### src/rtl/shift_window_pkg.sv
// Shared types and width helpers for the sliding-window sequencing controller.
package shift_window_pkg;

  typedef enum logic [1:0] {
    S_FILL    = 2'd0,
    S_GATHER  = 2'd1,
    S_PRESENT = 2'd2
  } state_e;

  // Bits needed to hold a fill level in 0..depth.
  function automatic int unsigned fill_w(input int unsigned depth);
    return $clog2(depth + 1);
  endfunction

  // Bits needed to hold a stride count in 0..stride.
  function automatic int unsigned stride_w(input int unsigned stride);
    return $clog2(stride + 1);
  endfunction

endpackage

### src/rtl/shift_window_ctrl.sv
// Sliding-window controller: gates the shift enable of a shift_reg_en datapath,
// tracks fill level and stride, and presents each window with valid/ready.
module shift_window_ctrl
  import shift_window_pkg::*;
#(
  parameter int unsigned DEPTH     = 4,
  parameter int unsigned STRIDE    = 1,
  parameter int unsigned WIN_CNT_W = 16
) (
  input  logic                       clk,
  input  logic                       rst,
  input  logic                       in_valid_i,
  output logic                       in_ready_o,
  input  logic                       flush_i,
  output logic                       shift_en_o,
  output logic                       out_valid_o,
  input  logic                       out_ready_i,
  output logic [fill_w(DEPTH)-1:0]   fill_cnt_o,
  output logic [WIN_CNT_W-1:0]       win_cnt_o
);

  localparam int unsigned FILL_W   = fill_w(DEPTH);
  localparam int unsigned STRIDE_W = stride_w(STRIDE);

  localparam logic [FILL_W-1:0]   FILL_FULL   = FILL_W'(DEPTH);
  localparam logic [FILL_W-1:0]   FILL_LAST   = FILL_W'(DEPTH - 1);
  localparam logic [STRIDE_W-1:0] STRIDE_LAST = STRIDE_W'(STRIDE - 1);

  state_e                 state_q, state_d;
  logic [FILL_W-1:0]      fill_q, fill_d;
  logic [STRIDE_W-1:0]    stride_q, stride_d;
  logic [WIN_CNT_W-1:0]   win_q, win_d;
  logic                   out_valid_q, out_valid_d;
  logic                   accept;
  logic                   handshake;

  // State and counter registers; reset dominates flush and handshakes.
  always_ff @(posedge clk) begin
    if (rst) begin
      state_q     <= S_FILL;
      fill_q      <= '0;
      stride_q    <= '0;
      win_q       <= '0;
      out_valid_q <= 1'b0;
    end else begin
      state_q     <= state_d;
      fill_q      <= fill_d;
      stride_q    <= stride_d;
      win_q       <= win_d;
      out_valid_q <= out_valid_d;
    end
  end

  // Next-state: fill, stride gathering and window hand-off sequencing.
  always_comb begin
    state_d  = state_q;
    fill_d   = fill_q;
    stride_d = stride_q;
    win_d    = handshake ? win_q + WIN_CNT_W'(1) : win_q;

    if (flush_i) begin
      state_d  = S_FILL;
      fill_d   = '0;
      stride_d = '0;
    end else begin
      unique case (state_q)
        S_FILL: begin
          if (accept) begin
            if (fill_q != FILL_FULL) begin
              fill_d = fill_q + FILL_W'(1);
            end
            if (fill_q == FILL_LAST) begin
              state_d = S_PRESENT;
            end
          end
        end
        S_GATHER: begin
          if (accept) begin
            if (stride_q == STRIDE_LAST) begin
              stride_d = '0;
              state_d  = S_PRESENT;
            end else begin
              stride_d = stride_q + STRIDE_W'(1);
            end
          end
        end
        S_PRESENT: begin
          // An accept here implies a handshake, since in_ready needs out_ready.
          if (handshake) begin
            if (accept && (STRIDE == 1)) begin
              state_d = S_PRESENT;
            end else if (accept) begin
              state_d  = S_GATHER;
              stride_d = STRIDE_W'(1);
            end else begin
              state_d  = S_GATHER;
              stride_d = '0;
            end
          end
        end
        default: begin
          state_d  = S_FILL;
          fill_d   = '0;
          stride_d = '0;
        end
      endcase
    end

    out_valid_d = (state_d == S_PRESENT);
  end

  // Outputs: same-cycle handshake terms plus registered status.
  always_comb begin
    in_ready_o  = !flush_i && (!out_valid_q || out_ready_i);
    accept      = in_valid_i && in_ready_o;
    handshake   = out_valid_q && out_ready_i;
    shift_en_o  = accept;
    out_valid_o = out_valid_q;
    fill_cnt_o  = fill_q;
    win_cnt_o   = win_q;
  end

endmodule

### config.mk
export PLATFORM = sky130hd
export DESIGN_NAME = shift_window_ctrl
export DESIGN_NICKNAME = d
export VERILOG_FILES = /design/src/rtl/shift_window_pkg.sv /design/src/rtl/shift_window_ctrl.sv
export SDC_FILE = /design/constraint.sdc
export NUM_CORES = 1
export LEC_CHECK = 0
export ABC_AREA = 1
export CAP_MARGIN = 20
export CELL_PAD_IN_SITES_DETAIL_PLACEMENT = 2
export CELL_PAD_IN_SITES_GLOBAL_PLACEMENT = 2
export CORE_ASPECT_RATIO = 0.9
export CORE_UTILIZATION = 26
export DETAILED_ROUTE_END_ITERATION = 7
export PLACE_DENSITY = 0.79
export REMOVE_ABC_BUFFERS = 1
export SYNTH_ARGS = -nofsm -noshare
export SYNTH_HDL_FRONTEND = slang
export SYNTH_SLANG_ARGS = --single-unit
### constraint.sdc
create_clock -name clk -period 2 [get_ports clk]
set_clock_uncertainty 0.2 [all_clocks]
set_input_delay 0.2 -clock clk [delete_from_list [all_inputs] [get_ports clk]]
set_output_delay 0.2 -clock clk [all_outputs]
set_load 0.01 [all_outputs]
## Word-level counts from Yosys, hierarchy flattened

Index checks and enable logic that the tools add are counted.
W data, S select, Z words.

| cells by class | value |
|---|---|
| $lt $le $gt $ge | 0 |
| equal/unequal tests | 10 |
| div/mod/pow operators | 0 |
| add/sub/neg operators | 3 |
| bitwise gates (word level) | 2 |
| $mul | 0 |
| shifts and indexed selects | 0 |
| reductions and logical operators | 11 |
| mux-type cells | 16 |

Operator list:

| operator | count |
|---|---|
| $add A16 B1 Y16 const B | 1 |
| $mux W2 | 7 |
| $ne A2 B2 Y1 const B | 5 |
| $mux W3 | 2 |
| $pmux W2 S3 | 1 |
| $pmux W3 S2 | 1 |
| $eq A2 B2 Y1 const B | 2 |
| $mux W1 | 4 |
| $reduce_and A4 Y1 | 1 |
| $reduce_or A2 Y1 | 2 |
| $add A3 B1 Y3 const B | 1 |
| $eq A3 B2 Y1 const B | 1 |
| $logic_and A1 B1 Y1 | 3 |
| $ne A3 B3 Y1 const B | 1 |
| $pmux W1 S3 | 1 |
| $reduce_and A3 Y1 | 1 |
| $eq A2 B1 Y1 const B | 1 |
| $logic_not A1 Y1 | 2 |
| $logic_not A2 Y1 | 1 |
| $not A1 Y1 | 2 |
| $add A1 B1 Y1 const B | 1 |
| $logic_or A1 B1 Y1 | 1 |

| storage, ports and cells | value |
|---|---|
| bits in read-only memories | 0 |
| memories kept | 0 |
| flip-flop bits (word level) | 23 |
| memory bits (writable) | 0 |
| bits in latches | 0 |
| logic and storage cells | 47 |
| input bits | 5 |
| output and inout port bits | 22 |

## Longest topological paths before layout

Gate-level depths: netlist of run 1.

| logic depth | value |
|---|---|
| word-level depth | 9 |
| mapped depth | 9 |
| mapped depth without buffers | 9 |

## Least setup slack after synthesis of run 1

Ideal clock, no wire load.

| timing path | value |
|---|---|
| kind | reg-to-reg |
| start | register win_q[1], in the netlist win_cnt_o[1] |
| end | register win_q[14], in the netlist win_cnt_o[14] |
| data arrival time | 1192 ps |
| required time | 1687 ps |
| stages on the path, launching flop included | 9 |
| slack | 495 ps |
| period minus slack after synthesis | 1505 ps |
| library setup time | 113 ps |
| buffers on the path | 0 |
| cell sequence | dfxtp_1 -> ha_1 -> inv_1 -> nor3_1 -> nand3_1 -> nor2_1 -> nand2_1 -> nand2_1 -> nor2_1 |

| between the ends | value |
|---|---|
| longest elaborated chain between the ends | 1 |

Ends and longest elaborated chain:

| item | line | text |
|---|---|---|
| start, declared | shift_window_ctrl.sv:32 | `logic [WIN_CNT_W-1:0] win_q, win_d;` |
| start signal, assigned | shift_window_ctrl.sv:49 | `win_q <= win_d;` |
| $add A16 B1 Y16 | shift_window_ctrl.sv:59 | `win_d = handshake ? win_q + WIN_CNT_W'(1) : win_q;` |

No other way between the ends.
A chain may end at the register's enable or synchronous reset.

## Worst setup path after layout of run 1

| timing path | value |
|---|---|
| start | input port out_ready_i |
| end | output port in_ready_o |

| between the ends | value |
|---|---|
| longest elaborated chain between the ends | 2 |

Ends and longest elaborated chain:

| item | line | text |
|---|---|---|
| start, declared | shift_window_ctrl.sv:17 | `input logic out_ready_i,` |
| $logic_or A1 B1 Y1 | shift_window_ctrl.sv:114 | `in_ready_o = !flush_i && (!out_valid_q \|\| out_ready_i);` |
| $logic_and A1 B1 Y1 | shift_window_ctrl.sv:114 |  |
| end, declared | shift_window_ctrl.sv:13 | `output logic in_ready_o,` |

No other way between the ends.

==> impl_metrics.tcl, run 1 <==
set metrics [dict create \
    timing.critical_path.required_ns 1.60 \
    initialDrtViolationCount 28 \
    worst_slack_ns 0.1391 \
    place.gp.congestion 0.7789 \
    ctsHoldBuffers 0 \
    drc 0 \
    final_nets 223 \
    synth_edf_count 0 \
    grt-ovfl-total 0 \
    synthCells 178 \
    tritoncts "built" \
    insertion_delay_ns 0.26 \
    drtPass1Iterations 4 \
    yosysMostFrequentCell "nand2_1" \
    dp_hpwl_um 3073 \
    period_share 0.9304 \
    routed_wl_um 3817 \
    power.total_uw 821.4 \
    core_area_um2 4461 \
    yosysSeqAreaShare 0.3625 \
    start_kind "input port" \
    critical_path_class "in -> out" \
    synth.avg_cell_area_um2 6.825 \
    pin_count 27 \
    portBuffers 26 \
    final_hold_viol_count 0 \
    netlist_area_um2 1215 \
    max_cap_violations 0 \
    async_flop_share 0 \
    worst_pin_slew_ns 0.3598 \
    postRouteAntennaNets 0 \
    ys_warn_count 0 \
    ctsLongestPathBuffers 2 \
    synth_ff_type "dfxtp_1" \
    cp_data_arrival_time_ns 1.46 \
    die_h_um 66.85 \
    slew_headroom 0.7599 \
    rsz0062_at_grt "false" \
    hp-class "reg -> reg" \
    fmax_mhz 537.4 \
    synth_compound_area_frac 0.1153 \
    cts_sinks 22 \
    ir_drop_mv 0.2974 \
    drv_slew 0 \
    leakagePower_uw 0.0007012 \
    status "finished clean" \
    preCtsSetupSlack_ns -0.03496 \
    ys_ff_latch 22 \
    synth_top_family_by_area "simple AND/OR/NAND/NOR gates" \
    synth_common_cells "nand2_1, inv_1, dfxtp_1, nor2_1, a21oi_1" \
    placed_area_um2 1563 \
    synth_fa_ha_area_frac 0.08239 \
    p_sw_frac 0.2226 \
    p_seq_frac 0.537 \
    synth_top_cell_area_share 0.3625 \
    grt_pass1_vias 1370 \
    htree_levels 1 \
    antenna_found_initial 0 \
    synth.area.mux_share 0 \
    p_int_uw 638.5 \
    fin_area_um2 1620 \
    grt_use_total 0.1716 \
    synth_cell_type_count 22 \
    start_util 0.2724 \
    vias 1249 \
    finalSetupViolations 0 \
    grt_max_degree 13 \
    power.net_switching_uw 182.9 \
    diodes 0 \
    synth_area_leaders "dfxtp_1, nand2_1, inv_1, ha_1, nor2_1" \
    clockRootBuffer "clkbuf_8" \
    synth_area_leader_cell "dfxtp_1" \
    dieArea_um2 4951 \
    grt_pass1_wl_um 6396 \
    p_comb_frac 0.066 \
    period_minus_slack_ns 1.861 \
    via_per_inst 4.609 \
    fin_tns_setup_ns 0 \
    clkTransAtPathRegs_ns 0.08 \
    clock_power_share 0.396 \
    die_w_um 74.06 \
    yosys.area_share.xor_xnor 0 \
    powerDensity_nw_per_um2 506.9 \
    critPathMaxFanout 2 \
    area_growth_pct 33.37 \
    synthSimpleGateAreaFrac 0.3296 \
    fin_hold_ws_ns 0.3113 \
    end_kind "output port" \
    cts_made_buffers 3 \
    layout-drive-gt1-share 0.07656 \
    wl_per_cell_um 14.08 \
    rows 23 \
]
==> power by group through the flow <==
stage                     clock (uW)  combinational [uW]  sequential [uW]
after floorplan                    0                23.2              452
after global placement             0                50.8              452
after detailed placement           0                55.4              452
after CTS                        339                56.5              441
after global routing             352                60.7              442
final                            326                54.6              441
==> through the flow <==
step / utilization / std cells
after floorplan: - / 177
after global placement: 0.3504 / 267
after detailed placement: 0.3504 / 267
after CTS: 0.3627 / 271
after global routing: 0.3633 / 271
final: 0.3633 / 271
==> timing repair <==
item,in CTS,in global routing
setup endpoints to repair,0,1
endpoints found under the hold margin,0,0
resized for setup,0,1
setup buffers,0,0
==> layout by cell type (no fill, tap or decap), types with 7 or more instances in the layout <==
cell type / synthesis / routed
a21oi_1: 12 / 12
clkdlybuf4s50_1: 0 / 25
dfxtp_1: 22 / 22
ha_1: 8 / 8
inv_1: 33 / 33
nand2_1: 40 / 40
nand3_1: 8 / 8
nor2_1: 21 / 21
nor3_1: 7 / 7
o21ai_0: 11 / 11
==> registers in the layout (all words and copies together), names as in the netlist <==
signal	flops
win_cnt_o	16
fill_cnt_o	3
state_q	2
out_valid_o	1
==> worst max-delay path: stages <==
cell	delay [ns]
clkdlybuf4s50_1	0.50
inv_1	0.06
a21oi_1	0.14
clkdlybuf4s50_1	0.56
==> routing by layer <==
| layer | track usage | part of all wire | up-vias |
|---|---|---|---|
| li1 | - | - | 615 |
| met1 | 0.2024 | 0.44 | 596 |
| met2 | 0.3136 | 0.52 | 30 |
| met3 | 0.03177 | 0.025 | 8 |
| met4 | 0.04567 | 0.019 | 0 |
| met5 | 0 | 0 | - |
==> area by class of cell <==
cell class | instances | area [um2]
Inverter | 34 | 128.9
Timing Repair Buffer | 28 | 277.8
Multi-Input combinational cell | 121 | 640.6
Sequential cell | 22 | 440.4
Fill cell | 539 | 2840
Tap cell | 62 | 77.57
Clock buffer | 4 | 55.05
==> cell families (layout without fill, tap and decap cells) <==
logic type                 after synthesis  in the layout
DFF                                     22             22
buffers and inverters                   35             66
and+or+nand+nor                         87             87
adders and majority gates                8              8
AOI/OAI and AO/OA                       26             26
==> worst paths after layout <==
check / startpoint / endpoint / slack (ns) / cells past startpoint
setup / recovery: out_ready_i / in_ready_o / 0.14 / 4
hold / removal: win_cnt_o[6]$_SDFFE_PP0N_ / win_cnt_o[6]$_SDFFE_PP0N_ / 0.31 / 2
setup reg to reg: state_q[0]$_SDFF_PP0_ / fill_cnt_o[1]$_SDFFE_PP0P_ / 0.20 / 6
hold reg to reg: win_cnt_o[6]$_SDFFE_PP0N_ / win_cnt_o[6]$_SDFFE_PP0N_ / 0.31 / 2
(Power assumes the default switching activity.)
==> run 2: changes to the inputs <==
--- a/config.mk
+++ b/config.mk
@@ -10,10 +10,12 @@
 export CELL_PAD_IN_SITES_DETAIL_PLACEMENT = 2
 export CELL_PAD_IN_SITES_GLOBAL_PLACEMENT = 2
 export CORE_ASPECT_RATIO = 0.9
-export CORE_UTILIZATION = 26
+export CORE_UTILIZATION = 28
+export CTS_BUF_LIST = sky130_fd_sc_hd__clkbuf_4
 export DETAILED_ROUTE_END_ITERATION = 7
-export PLACE_DENSITY = 0.79
+export PLACE_DENSITY = 0.84
 export REMOVE_ABC_BUFFERS = 1
+export SETUP_SLACK_MARGIN = 0.3
 export SYNTH_ARGS = -nofsm -noshare
 export SYNTH_HDL_FRONTEND = slang
 export SYNTH_SLANG_ARGS = --single-unit
==> run 2 against run 1 <==
  * Fmax is 13% higher
  * Clock-buffer cell count shrank 1
  * Worst setup slack improved by 0.22 ns
  * Clock power rose by 9.8%
  * Wire length is 1.7% lower
  * Via count down 1.0%
  * Worst hold slack worse by 0.26 ns
  * Largest cell class unchanged
  * Highest routed layer unchanged
==> impl_metrics.tcl, run 2 (synthesized netlist as in run 1, its figures left out) <==
set metrics [dict create \
    start_util 0.2942 \
    insertion_delay_ns 0.33 \
    grt_max_degree 14 \
    final_nets 222 \
    largest_reg_flops 16 \
    ctsLongestPathBuffers 2 \
    cpPeakStageDelay_ns 0.54 \
    clockRootBuffer "clkbuf_4" \
    final_cell_mix "nand2_1, inv_1, nor2_1" \
    p_seq_frac 0.517 \
    p_int_uw 660.3 \
    tritoncts "built" \
    diodes 0 \
    initialDrtViolationCount 29 \
    timing.critical_path.required_ns 1.60 \
    p_comb_frac 0.061 \
    slowest_stage "clkdlybuf4s50_1" \
    timing.rr.start "state_q[1]$_SDFF_PP0_" \
    grt_pass1_vias 1371 \
    status "finished clean" \
    ctsHoldBuffers 0 \
    finalSetupViolations 0 \
    die_h_um 64.49 \
    end_kind "output port" \
    grt_pass1_wl_um 6258 \
    worst_pin_slew_ns 0.4273 \
    antenna_found_initial 0 \
    vias 1236 \
    wl_per_cell_um 14.66 \
    dieArea_um2 4607 \
    pin_count 27 \
    clock_power_share 0.422 \
    start_kind "register" \
    ir_drop_mv 0.2534 \
    cts_setup_buffers 0 \
    clkTransAtPathRegs_ns 0.15 \
    drv_slew 0 \
    routed_wl_um 3752 \
    cp_data_arrival_time_ns 1.24 \
    area_growth_pct 37.59 \
    rows 22 \
    place.gp.congestion 0.7807 \
    drc 0 \
    htree_levels 1 \
    drtPass1Iterations 3 \
    path_delay_family "buffers and inverters" \
    dp_hpwl_um 2823 \
    p_sw_frac 0.2203 \
    grt-ovfl-total 0 \
    final_common_cell "nand2_1" \
    min-delay-start "flush_i" \
    cts_made_buffers 3 \
    critPathMaxFanout 5 \
    leakagePower_uw 0.0008773 \
    powerDensity_nw_per_um2 506.6 \
    portBuffers 26 \
    postRouteAntennaNets 0 \
    slew_headroom 0.7148 \
    core_area_um2 4129 \
    final_hold_viol_count 0 \
    crit_buf_inv 1 \
    die_w_um 71.44 \
    grt_use_total 0.1779 \
    fmax_mhz 608.1 \
    power.net_switching_uw 186.5 \
    layout-drive-gt1-share 0.1731 \
    max_cap_violations 0 \
    cts_sinks 22 \
    worstSetupStartpoint "win_cnt_o[13]$_SDFFE_PP0N_" \
    critical_path_class "reg -> out" \
    fin_util 0.4048 \
    via_per_inst 4.828 \
    hp-class "in -> reg" \
    period_minus_slack_ns 1.644 \
    path_cells "clkdlybuf4s50_1" \
    period_share 0.8222 \
    rsz0062_at_grt "true" \
    fin_tns_setup_ns 0 \
]
[run 2: cell types whose count changed in the layout (fill, tap and decap cells not counted), sizes merged]
cell	delta
buf	-1
bufinv	+1
clkbuf	-1
clkdlybuf4s50	-13
dlygate4sd2	+4
dlymetal6s2s	+9
[run 2: final cells by class]
type / count / area [um2]
fillers: 493 / 2457
clock inverters: 1 / 30.03
flip-flops and latches: 22 / 466.7
multi-input cells: 121 / 675.6
inverters: 34 / 128.9
repair buffers: 27 / 287.8
well taps: 48 / 60.06
clock buffers: 3 / 22.52
[run 2: power by group through the flow]
stage               combinational, uW  sequential, uW  clock (uW)
floorplan                        23.2             452           0
global placement                 50.6             452           0
detailed placement               53.7             452           0
CTS                              53.1             442         370
global route                     58.2             438         387
finish                           51.6             438         358
[run 2: final timing paths]
path                           endpoint  cells past startpoint  slack, ns
min reg2reg   win_cnt_o[8]$_SDFFE_PP0N_                      2       0.31
max                       win_cnt_o[13]                      1       0.36
min              out_valid_o$_SDFF_PP0_                      3       0.05
max reg2reg  fill_cnt_o[2]$_SDFFE_PP0P_                      5       0.40
[run 2: tightest hold or removal path, cell delays in order]
cell and delay (ns):
dlymetal6s2s_1 0.17, a21oi_1 0.06, nor2_1 0.11
[run 2: routing by layer]
layer / global-route usage / vias to the layer above / share of wire
met4: 0.05000 / 0 / 0.013
met5: 0 / - / 0
met1: 0.1858 / 595 / 0.41
met2: 0.3500 / 21 / 0.54
li1: - / 616 / -
met3: 0.04199 / 4 / 0.032
[run 2: per-stage QoR]
step	hold WS, ns	power (uW)	setup WS [ns]	cell area, um2	std cells
after floorplan	0.07152	475.7	0.4932	1210	177
after global placement	0.2836	502.2	0.1293	1538	252
after detailed placement	0.3043	505.5	0.04784	1538	252
after CTS	0.3118	865.3	0.3081	1603	256
after global routing	0.05119	883.0	0.2871	1672	256
final	0.05055	846.8	0.3555	1672	256
[run 2: repair_timing]
action,in CTS,in global routing
endpoints found under the setup margin,17,23
pin swaps,1,0
gates resized for setup,15,25
cloned,0,0
==> run 3: changes to the inputs <==
==> constraint.sdc (replaced) <==
create_clock -name clk -period 1.6 [get_ports clk]
set_clock_uncertainty 0.2 [all_clocks]
set_input_delay 0.16 -clock clk [delete_from_list [all_inputs] [get_ports clk]]
set_output_delay 0.16 -clock clk [all_outputs]
set_load 0.01 [all_outputs]
==> run 3 against run 2 <==
  * The flow now finishes with violations (negative setup slack)
  * Design area increased by 31%
  * Final cell count increased by 14%
  * Clock-buffer cell count did not move
  * First-iteration DRC count is 110% higher
  * Worst hold slack gained 0.12 ns
  * Flip-flop and latch count unchanged
  * Combinational power grew 92%
  * Die area did not move
  * Critical path type is now reg -> reg
==> impl_metrics.tcl, run 3 (synthesized netlist as in run 1, its figures left out) <==
set metrics [dict create \
    die_w_um 71.44 \
    critPathMaxFanout 7 \
    routed_wl_um 6449 \
    timing.rr.start "win_cnt_o[0]$_SDFFE_PP0N_" \
    clkTransAtPathRegs_ns 0.16 \
    insertion_delay_ns 0.33 \
    final_hold_viol_count 0 \
    cts_sinks 22 \
    drtPass1Iterations 4 \
    dieArea_um2 4607 \
    final_nets 258 \
    wl_per_cell_um 22.09 \
    fin_util 0.5297 \
    clockRootBuffer "clkbuf_4" \
    slew_headroom 0.8072 \
    htree_levels 1 \
    largest_reg_flops 16 \
    vias 1457 \
    slowest_stage "dfxtp_4" \
    hp-class "in -> reg" \
    preCtsSetupSlack_ns -0.3156 \
    grt-ovfl-total 0 \
    pin_count 27 \
    cpPeakStageDelay_ns 0.40 \
    rsz0062_at_grt "true" \
    drc 0 \
    die_h_um 64.49 \
    core_area_um2 4129 \
    period_minus_slack_ns 1.614 \
    grt_pass1_wl_um 8114 \
    worst_slack_ns -0.01362 \
    rows 22 \
    tritoncts "built" \
    antenna_found_initial 0 \
    path_delay_family "simple AND/OR/NAND/NOR gates" \
    portBuffers 26 \
    diodes 0 \
    initialDrtViolationCount 60 \
    ir_drop_mv 0.2980 \
    r2r_slack_ns -0.01 \
    worstSetupStartpoint "win_cnt_o[0]$_SDFFE_PP0N_" \
    via_per_inst 4.990 \
    violations "negative setup slack" \
    fillCellCount 449 \
    worst_pin_slew_ns 0.2882 \
    ctsLongestPathBuffers 2 \
    leakagePower_uw 0.001041 \
    start_util 0.2942 \
    critical_path_class "reg -> reg" \
    grt_pass1_vias 1594 \
    fmax_mhz 619.7 \
    final_common_cell "nand2_1" \
    postRouteAntennaNets 0 \
    start_kind "register" \
    place.gp.congestion 0.7457 \
    period_share 1.009 \
    cts_made_buffers 3 \
    path_cells "buf_6 > inv_4 > nor2_4 > nand2_4 > nor2_4 > nand2_4 > nor2_2 > nand2_1 > nand2_1 > nor2_1" \
    timing.critical_path.required_ns 1.63 \
    finalSetupViolations 2 \
    layout-drive-gt1-share 0.6025 \
    status "finished with violations" \
    grt_max_degree 14 \
    drv_slew 0 \
    powerDensity_nw_per_um2 509.0 \
    dp_hpwl_um 3162 \
    max_cap_violations 0 \
    fin_tns_setup_ns -0.02431 \
    final_cell_mix "nand2_1, buf_4, inv_1" \
    grt_use_total 0.2318 \
    min-delay-start "flush_i" \
    area_growth_pct 80.02 \
    crit_buf_inv 2 \
    end_kind "register" \
    cp_data_arrival_time_ns 1.64 \
]
==> run 3: changes by cell type in the layout (fill, tap and decap cells not counted), moves of 8 or more <==
cell             before  now
buf_4                 1   25
buf_6                 0   17
buf_2                 0   12
clkdlybuf4s50_1      12    2
inv_1                33   23
dlymetal6s2s_1       10    1
nand2_1              40   31
inv_2                 0    8
==> run 3: repair_timing <==
action / CTS / global route
gates resized for setup: 148 / 67
hold buffers: 0 / 0
endpoints found under the setup margin: 42 / 37
pin swaps: 15 / 22
setup buffers: 9 / 11
==> run 3: per-layer routing <==
metal	vias to the layer above	global-route usage	wire length, um
met5	-	0	0
met3	14	0.02333	118
met4	0	0.06750	179
met2	30	0.4286	3467
li1	688	-	-
met1	725	0.2832	2683
==> run 3: cell type report <==
cell class,count,area [um2],share of cell area
multi-input combinational,121,950.9,0.4348
clock buffer,3,22.52,0.01030
timing repair buffer,63,505.5,0.2311
sequential,22,484.2,0.2214
tap,48,60.06,0.02746
clock inverter,1,30.03,0.01373
inverter,34,133.9,0.06121
==> run 3: metrics by stage <==
stage	cell area, um2	cells	hold slack (ns)	power, uW
CTS	1947	281	0.2340	1093
global placement	1658	268	0.2809	637.0
finish	2187	292	0.1747	1113
floorplan	1210	177	0.03152	594.6
detailed placement	1658	268	0.3063	642.1
global route	2187	292	0.1987	1148
==> run 3: final timing paths <==
path,endpoint,depth (start not counted)
worst min-delay path,out_valid_o$_SDFF_PP0_,4
worst max-delay path,win_cnt_o[13]$_SDFFE_PP0N_,10
worst max register to register,win_cnt_o[13]$_SDFFE_PP0N_,10
worst min register to register,win_cnt_o[8]$_SDFFE_PP0N_,2
==> run 3: worst register-to-register path: stages, from the launching register on <==
cell	delay, ns
dfxtp_4	0.40
buf_6	0.11
inv_4	0.04
nor2_4	0.14
nand2_4	0.09
nor2_4	0.13
nand2_4	0.13
nor2_2	0.11
nand2_1	0.06
nand2_1	0.07
nor2_1	0.04
==> run 3: power by group <==
group          total (uW)  leakage, uW  switching [uW]  internal [uW]
Sequential            543     0.000190            3.28            540
Clock                 471    0.0000279             218            253
Combinational        99.2     0.000823            58.5           40.7
Total                1110      0.00104             279            834
